$ cat config.mk
export PLATFORM = sky130hd
export DESIGN_NAME = riscv_pipe_ctrl
export DESIGN_NICKNAME = d
export VERILOG_FILES = /design/src/rtl/riscv_pipe_ctrl_pkg.sv /design/src/rtl/riscv_pipe_ctrl_hazard.sv /design/src/rtl/riscv_pipe_ctrl.sv
export SDC_FILE = /design/constraint.sdc
export NUM_CORES = 1
export LEC_CHECK = 0
export CORE_MARGIN = 3
export CORE_UTILIZATION = 39
export DETAILED_ROUTE_END_ITERATION = 8
export HOLD_SLACK_MARGIN = 0.08
export MAX_ROUTING_LAYER = met4
export PLACE_DENSITY = 0.78
export SYNTH_ARGS = -nofsm -noshare
export SYNTH_HDL_FRONTEND = slang
export SYNTH_SLANG_ARGS = --single-unit
$ cat constraint.sdc
create_clock -name i_clk -period 2.67 [get_ports i_clk]
set_clock_uncertainty 0.2 [all_clocks]
set_input_delay 0.267 -clock i_clk [delete_from_list [all_inputs] [get_ports i_clk]]
set_output_delay 0.267 -clock i_clk [all_outputs]
set_load 0.05 [all_outputs]
$ cat src/rtl/riscv_pipe_ctrl_pkg.sv
// Shared types for the RV32I pipeline stall/flush sequencer.
// Also supplies a default `XLEN (32) when no project-wide value is defined.
`ifndef XLEN
`define XLEN 32
`endif

package riscv_pipe_ctrl_pkg;

    // Sequencer states; encodings are visible on o_ctrl_state.
    typedef enum logic [1:0] {
        ST_BOOT    = 2'd0,
        ST_RUN     = 2'd1,
        ST_MEMWAIT = 2'd2
    } pctrl_state_e;

    // One bundle of pipeline-register controls.
    typedef struct packed {
        logic pc_en;
        logic fd_en;
        logic fd_flush;
        logic de_en;
        logic de_flush;
        logic em_en;
        logic mw_en;
    } pctrl_ctl_t;

    // All five enables set to en, both flushes set to flush.
    function automatic pctrl_ctl_t ctl_uniform(input logic en, input logic flush);
        pctrl_ctl_t c;
        c.pc_en    = en;
        c.fd_en    = en;
        c.fd_flush = flush;
        c.de_en    = en;
        c.de_flush = flush;
        c.em_en    = en;
        c.mw_en    = en;
        return c;
    endfunction

endpackage

$ cat src/rtl/riscv_pipe_ctrl_hazard.sv
// Load-use hazard detect: a load in E whose rd feeds rs1/rs2 of the instruction in D.
module riscv_pipe_ctrl_hazard (
    input  logic [4:0] i_rs1,
    input  logic [4:0] i_rs2,
    input  logic [4:0] i_ex_rd,
    input  logic       i_ex_memread,
    output logic       o_hazard
);

    // x0 never carries a dependency.
    always_comb begin
        o_hazard = i_ex_memread && (i_ex_rd != 5'd0) &&
                   ((i_ex_rd == i_rs1) || (i_ex_rd == i_rs2));
    end

endmodule

$ cat src/rtl/riscv_pipe_ctrl.sv
// Stall/flush sequencer for the 5-stage RV32I pipeline: boot hold, branch flush,
// load-use bubble, fetch-miss bubble and data-memory wait with timeout.
// Optional macro RISCV_PIPE_CTRL_PERF_EN adds saturating stall/flush counters.
module riscv_pipe_ctrl
    import riscv_pipe_ctrl_pkg::*;
#(
    parameter int unsigned BOOT_CYCLES = 4,
    parameter int unsigned MEM_TIMEOUT = 16,
    parameter int unsigned CNT_W       = 5
) (
    input  logic             i_clk,
    input  logic             i_rstn,
    input  logic [4:0]       i_ctrl_id_rs1,
    input  logic [4:0]       i_ctrl_id_rs2,
    input  logic [4:0]       i_ctrl_ex_rd,
    input  logic             i_ctrl_ex_memread,
    input  logic             i_ctrl_ex_br_taken,
    input  logic             i_ctrl_imem_valid,
    input  logic             i_ctrl_mem_req,
    input  logic             i_ctrl_mem_ack,
    output logic             o_ctrl_pc_en,
    output logic             o_ctrl_fd_en,
    output logic             o_ctrl_fd_flush,
    output logic             o_ctrl_de_en,
    output logic             o_ctrl_de_flush,
    output logic             o_ctrl_em_en,
    output logic             o_ctrl_mw_en,
    output logic             o_ctrl_mem_err,
`ifdef RISCV_PIPE_CTRL_PERF_EN
    output logic [`XLEN-1:0] o_ctrl_stall_cnt,
    output logic [`XLEN-1:0] o_ctrl_flush_cnt,
`endif
    output logic [1:0]       o_ctrl_state
);

    localparam logic [CNT_W-1:0] BOOT_LAST = CNT_W'(BOOT_CYCLES - 1);
    localparam logic [CNT_W-1:0] TMO_LAST  = CNT_W'(MEM_TIMEOUT - 1);
    localparam logic [CNT_W-1:0] CNT_ONE   = CNT_W'(1);

    pctrl_state_e     state_q, state_d;
    logic [CNT_W-1:0] cnt_q, cnt_d;
    pctrl_ctl_t       ctl;
    logic             mem_err;
    logic             hazard;

    riscv_pipe_ctrl_hazard u_hazard (
        .i_rs1        (i_ctrl_id_rs1),
        .i_rs2        (i_ctrl_id_rs2),
        .i_ex_rd      (i_ctrl_ex_rd),
        .i_ex_memread (i_ctrl_ex_memread),
        .o_hazard     (hazard)
    );

    // State and shared boot/timeout counter.
    always_ff @(posedge i_clk or negedge i_rstn) begin
        if (!i_rstn) begin
            state_q <= ST_BOOT;
            cnt_q   <= '0;
        end else begin
            state_q <= state_d;
            cnt_q   <= cnt_d;
        end
    end

    // Next state, counter and pipeline controls decoded from the current state.
    always_comb begin
        state_d = state_q;
        cnt_d   = cnt_q;
        ctl     = ctl_uniform(1'b0, 1'b1);
        mem_err = 1'b0;
        case (state_q)
            ST_BOOT: begin
                if (cnt_q == BOOT_LAST) begin
                    state_d = ST_RUN;
                    cnt_d   = '0;
                end else begin
                    cnt_d = cnt_q + CNT_ONE;
                end
            end
            ST_RUN: begin
                cnt_d = '0;
                if (i_ctrl_mem_req && !i_ctrl_mem_ack) begin
                    ctl     = ctl_uniform(1'b0, 1'b0);
                    state_d = ST_MEMWAIT;
                end else if (i_ctrl_ex_br_taken) begin
                    ctl = ctl_uniform(1'b1, 1'b1);
                end else if (hazard) begin
                    ctl          = ctl_uniform(1'b1, 1'b0);
                    ctl.pc_en    = 1'b0;
                    ctl.fd_en    = 1'b0;
                    ctl.de_flush = 1'b1;
                end else if (!i_ctrl_imem_valid) begin
                    ctl          = ctl_uniform(1'b1, 1'b0);
                    ctl.pc_en    = 1'b0;
                    ctl.fd_flush = 1'b1;
                end else begin
                    ctl = ctl_uniform(1'b1, 1'b0);
                end
            end
            ST_MEMWAIT: begin
                ctl = ctl_uniform(i_ctrl_mem_ack, 1'b0);
                if (i_ctrl_mem_ack) begin
                    state_d = ST_RUN;
                    cnt_d   = '0;
                end else if (cnt_q == TMO_LAST) begin
                    ctl     = ctl_uniform(1'b1, 1'b0);
                    mem_err = 1'b1;
                    state_d = ST_RUN;
                    cnt_d   = '0;
                end else begin
                    cnt_d = cnt_q + CNT_ONE;
                end
            end
            default: begin
                state_d = ST_BOOT;
                cnt_d   = '0;
            end
        endcase
    end

    // Output mapping.
    always_comb begin
        o_ctrl_pc_en    = ctl.pc_en;
        o_ctrl_fd_en    = ctl.fd_en;
        o_ctrl_fd_flush = ctl.fd_flush;
        o_ctrl_de_en    = ctl.de_en;
        o_ctrl_de_flush = ctl.de_flush;
        o_ctrl_em_en    = ctl.em_en;
        o_ctrl_mw_en    = ctl.mw_en;
        o_ctrl_mem_err  = mem_err;
        o_ctrl_state    = state_q;
    end

`ifdef RISCV_PIPE_CTRL_PERF_EN
    logic [`XLEN-1:0] stall_cnt_q, stall_cnt_d;
    logic [`XLEN-1:0] flush_cnt_q, flush_cnt_d;

    // Saturating counts of stalled-PC cycles and F/D flush cycles.
    always_comb begin
        stall_cnt_d = stall_cnt_q;
        flush_cnt_d = flush_cnt_q;
        if ((state_q == ST_RUN || state_q == ST_MEMWAIT) && !ctl.pc_en && (stall_cnt_q != '1))
            stall_cnt_d = stall_cnt_q + `XLEN'(1);
        if ((state_q == ST_RUN) && ctl.fd_flush && (flush_cnt_q != '1))
            flush_cnt_d = flush_cnt_q + `XLEN'(1);
    end

    // Performance counter registers.
    always_ff @(posedge i_clk or negedge i_rstn) begin
        if (!i_rstn) begin
            stall_cnt_q <= '0;
            flush_cnt_q <= '0;
        end else begin
            stall_cnt_q <= stall_cnt_d;
            flush_cnt_q <= flush_cnt_d;
        end
    end

    assign o_ctrl_stall_cnt = stall_cnt_q;
    assign o_ctrl_flush_cnt = flush_cnt_q;
`endif

endmodule
==> out/metrics.csv <==
metric,value,unit
status,finished clean,
Seq cells post-synth,7,
design area,1090,µm²
fin util,71.0,%
crit path capture type,output port,
CTS tree,built,
Global Route met1 Usage,15.1,%
Worst Path Arrival,2040,ps
worst hold path depth,1,
Iter 0 DRT Violations,1,
"EDFF count, synth",0,
Hold Slack,258,ps
DRC viols,0,
reg2reg start,cnt_q[0],
Post-synth top flop,dfrtp_1,
Max clock buf depth,2,
initial antenna violation count,0,
routed len/inst,11.8,µm
die width,47.1,µm
# rows,14,
Pleak,0.477,nW
type of origin of the critical path,flop,
Most Crowded Layer GR,met2,
hold path start,cnt_q[0],
synth cell count leaders,"inv_1, dfrtp_1, ha_1, xor2_1, xnor2_1",
Die H,47.1,µm
post-layout net count,139,
antenna violation net count after detailed routing,0,
Avg Inst Size Synth,8.89,µm²
H-tree levels,1,
largest net degree at the start of global routing,8,
top-count cell post-synth,inv_1,
reg2reg setup slack,770,ps
clock sinks,7,
number of diodes,0,
Mapped Nets,103,
CTS clock-pin slew for the worst setup and hold paths,50,ps
fin worst setup slack,162,ps
max-cap violations,0,
core area,1540,µm²
Post-synth ARST share,100,%
period utilisation layout,93.9,%
Top Ports,32,
Max IR drop VDD,0.000901,V
Synth top area share,26.6,%
sequential area share after synthesis,26.6,%
Post-Syn Area,658,µm²
layout cell share with drive strength beyond 1,13.8,%
Ys Warns,0,
vias per cell,5.14,
Tmin final,2510,ps
cell count after synthesis,74,
Critical Path RT,2200,ps
cts bufs inserted,3,
synth-to-layout area growth,66.3,%
WS Path Type,reg -> out,
leading area contributor after synthesis,dfrtp_1,
"Clk Latency, worst-skew pair",260,ps
Final GP Congestion,0.780,
total gr overflow,0,
vias in the first global route,638,
met2 Usage GRT,29.5,%
Highest Clock Rate,399,MHz
Slew HR,66.6,%
DP Area,1060,µm²
gr usage total,15.3,%
DR vias,642,
TritonRoute pass-1 iters,3,
Initial Utilization,42.7,%
worst hold path type,reg -> reg,
CP Max Fanout,3,
Unique masters post-synth,26,
die area,2220,µm²
DP HPWL,1290,µm
"Hold Vio Cnt, Final",0,
cell count of the worst reg-to-reg path,6,
Max Slew Vio Count,0,
DRT Wirelength,1470,µm
unrepaired setup endpoints after global routing,no,
"worst slack, placed",196,ps
Hold EP,cnt_q[0],
FF-to-FF End,o_ctrl_state[1],
top post-synthesis cells by area,"dfrtp_1, ha_1, xor2_1",
met3 Track Usage GR,3.83,%
PortBufs,31,
final setup fails,0,
Worst-Margin Slew,500,ps
first-pass GRT wire length,2390,µm
Clock Tree Root,clkbuf_4,
Pwr Density,1140,nW/µm²
worst max-delay path by stage:
stage / to / from / slack, ps
finish: o_ctrl_fd_en / cnt_q[0] / 160
detailed placement: o_ctrl_de_flush / i_ctrl_ex_rd[3] / 200
CTS: o_ctrl_fd_en / cnt_q[0] / 140
floorplan: o_ctrl_fd_en / o_ctrl_state[0] / -210
global route: o_ctrl_fd_en / o_ctrl_state[1] / 60
global placement: o_ctrl_fd_flush / i_ctrl_ex_rd[1] / 260
per-layer routing:
layer	up-vias	routed length, µm
met5	-	0
met4	0	14
met3	2	97
met2	22	796
met1	291	564
li1	327	-
sequential cells by signal, summed over array words and instances (netlist names):
signal	flops
o_ctrl_state	2
cnt_q	5
power breakdown:
group          switching [mW]  internal [mW]  total [mW]
registers              0.0341          0.139       0.173
logic                   0.531          0.448       0.979
clock network          0.0412         0.0571      0.0984
cell type report:
| class | instances | area, µm² |
|---|---|---|
| Fill cell | 145 | 447 |
| Inverter | 8 | 30.0 |
| Tap cell | 16 | 20.0 |
| Multi-Input combinational cell | 57 | 447 |
| Sequential cell | 7 | 175 |
| Timing Repair Buffer | 33 | 397 |
| Clock buffer | 4 | 26.3 |
logic make-up after synthesis:
group / count (synthesis) / share of synthesized area, %
compound gates: 20 / 23.0
xor+xnor: 12 / 16.0
fa+ha+maj: 7 / 13.3
buf+inv: 10 / 6.84
flops: 7 / 26.6
simple gates: 18 / 14.3
through the flow:
step	TNS [ps]	instances	total power [mW]
2_1_floorplan	-206	74	0.750
4_1_cts	0	125	1.27
5_1_grt	0	125	1.32
3_3_place_gp	0	120	1.15
3_5_place_dp	0	120	1.16
6_report	0	125	1.25
cell usage in the layout, fill, tap and decap left out, drive strengths merged:
cell type | synthesis | layout
dlygate4sd2 | 0 | 1
o21ai | 6 | 6
nand3 | 4 | 4
nor2 | 4 | 4
clkbuf | 0 | 4
or4 | 1 | 1
nor3 | 2 | 2
and2 | 3 | 3
o22ai | 1 | 1
o21a | 2 | 2
o22a | 1 | 1
xor2 | 7 | 7
a21boi | 2 | 2
ha | 7 | 7
o31ai | 1 | 1
and3 | 3 | 3
dlygate4sd3 | 0 | 1
clkdlybuf4s50 | 0 | 23
o41ai | 2 | 2
inv | 8 | 8
o31a | 1 | 1
dfrtp | 7 | 7
nand2 | 1 | 1
buf | 2 | 8
xnor2 | 5 | 5
a21oi | 4 | 4
repair_timing:
| action | 4_1_cts | 5_1_grt |
|---|---|---|
| hold buffers | 1 | 0 |
| endpoints found under the setup margin | 1 | 0 |
| hold endpoints to repair | 7 | 0 |
| resized for setup | 1 | 0 |
| buffers inserted | 0 | 0 |
critical path, stage by stage, from the launching register on:
cell and delay, ps:
dfrtp_1 390, ha_1 240, and3_1 210, ha_1 220, o21a_1 200, o21a_1 180, a21boi_2 170, buf_12 170
(Power assumes the default switching activity.)
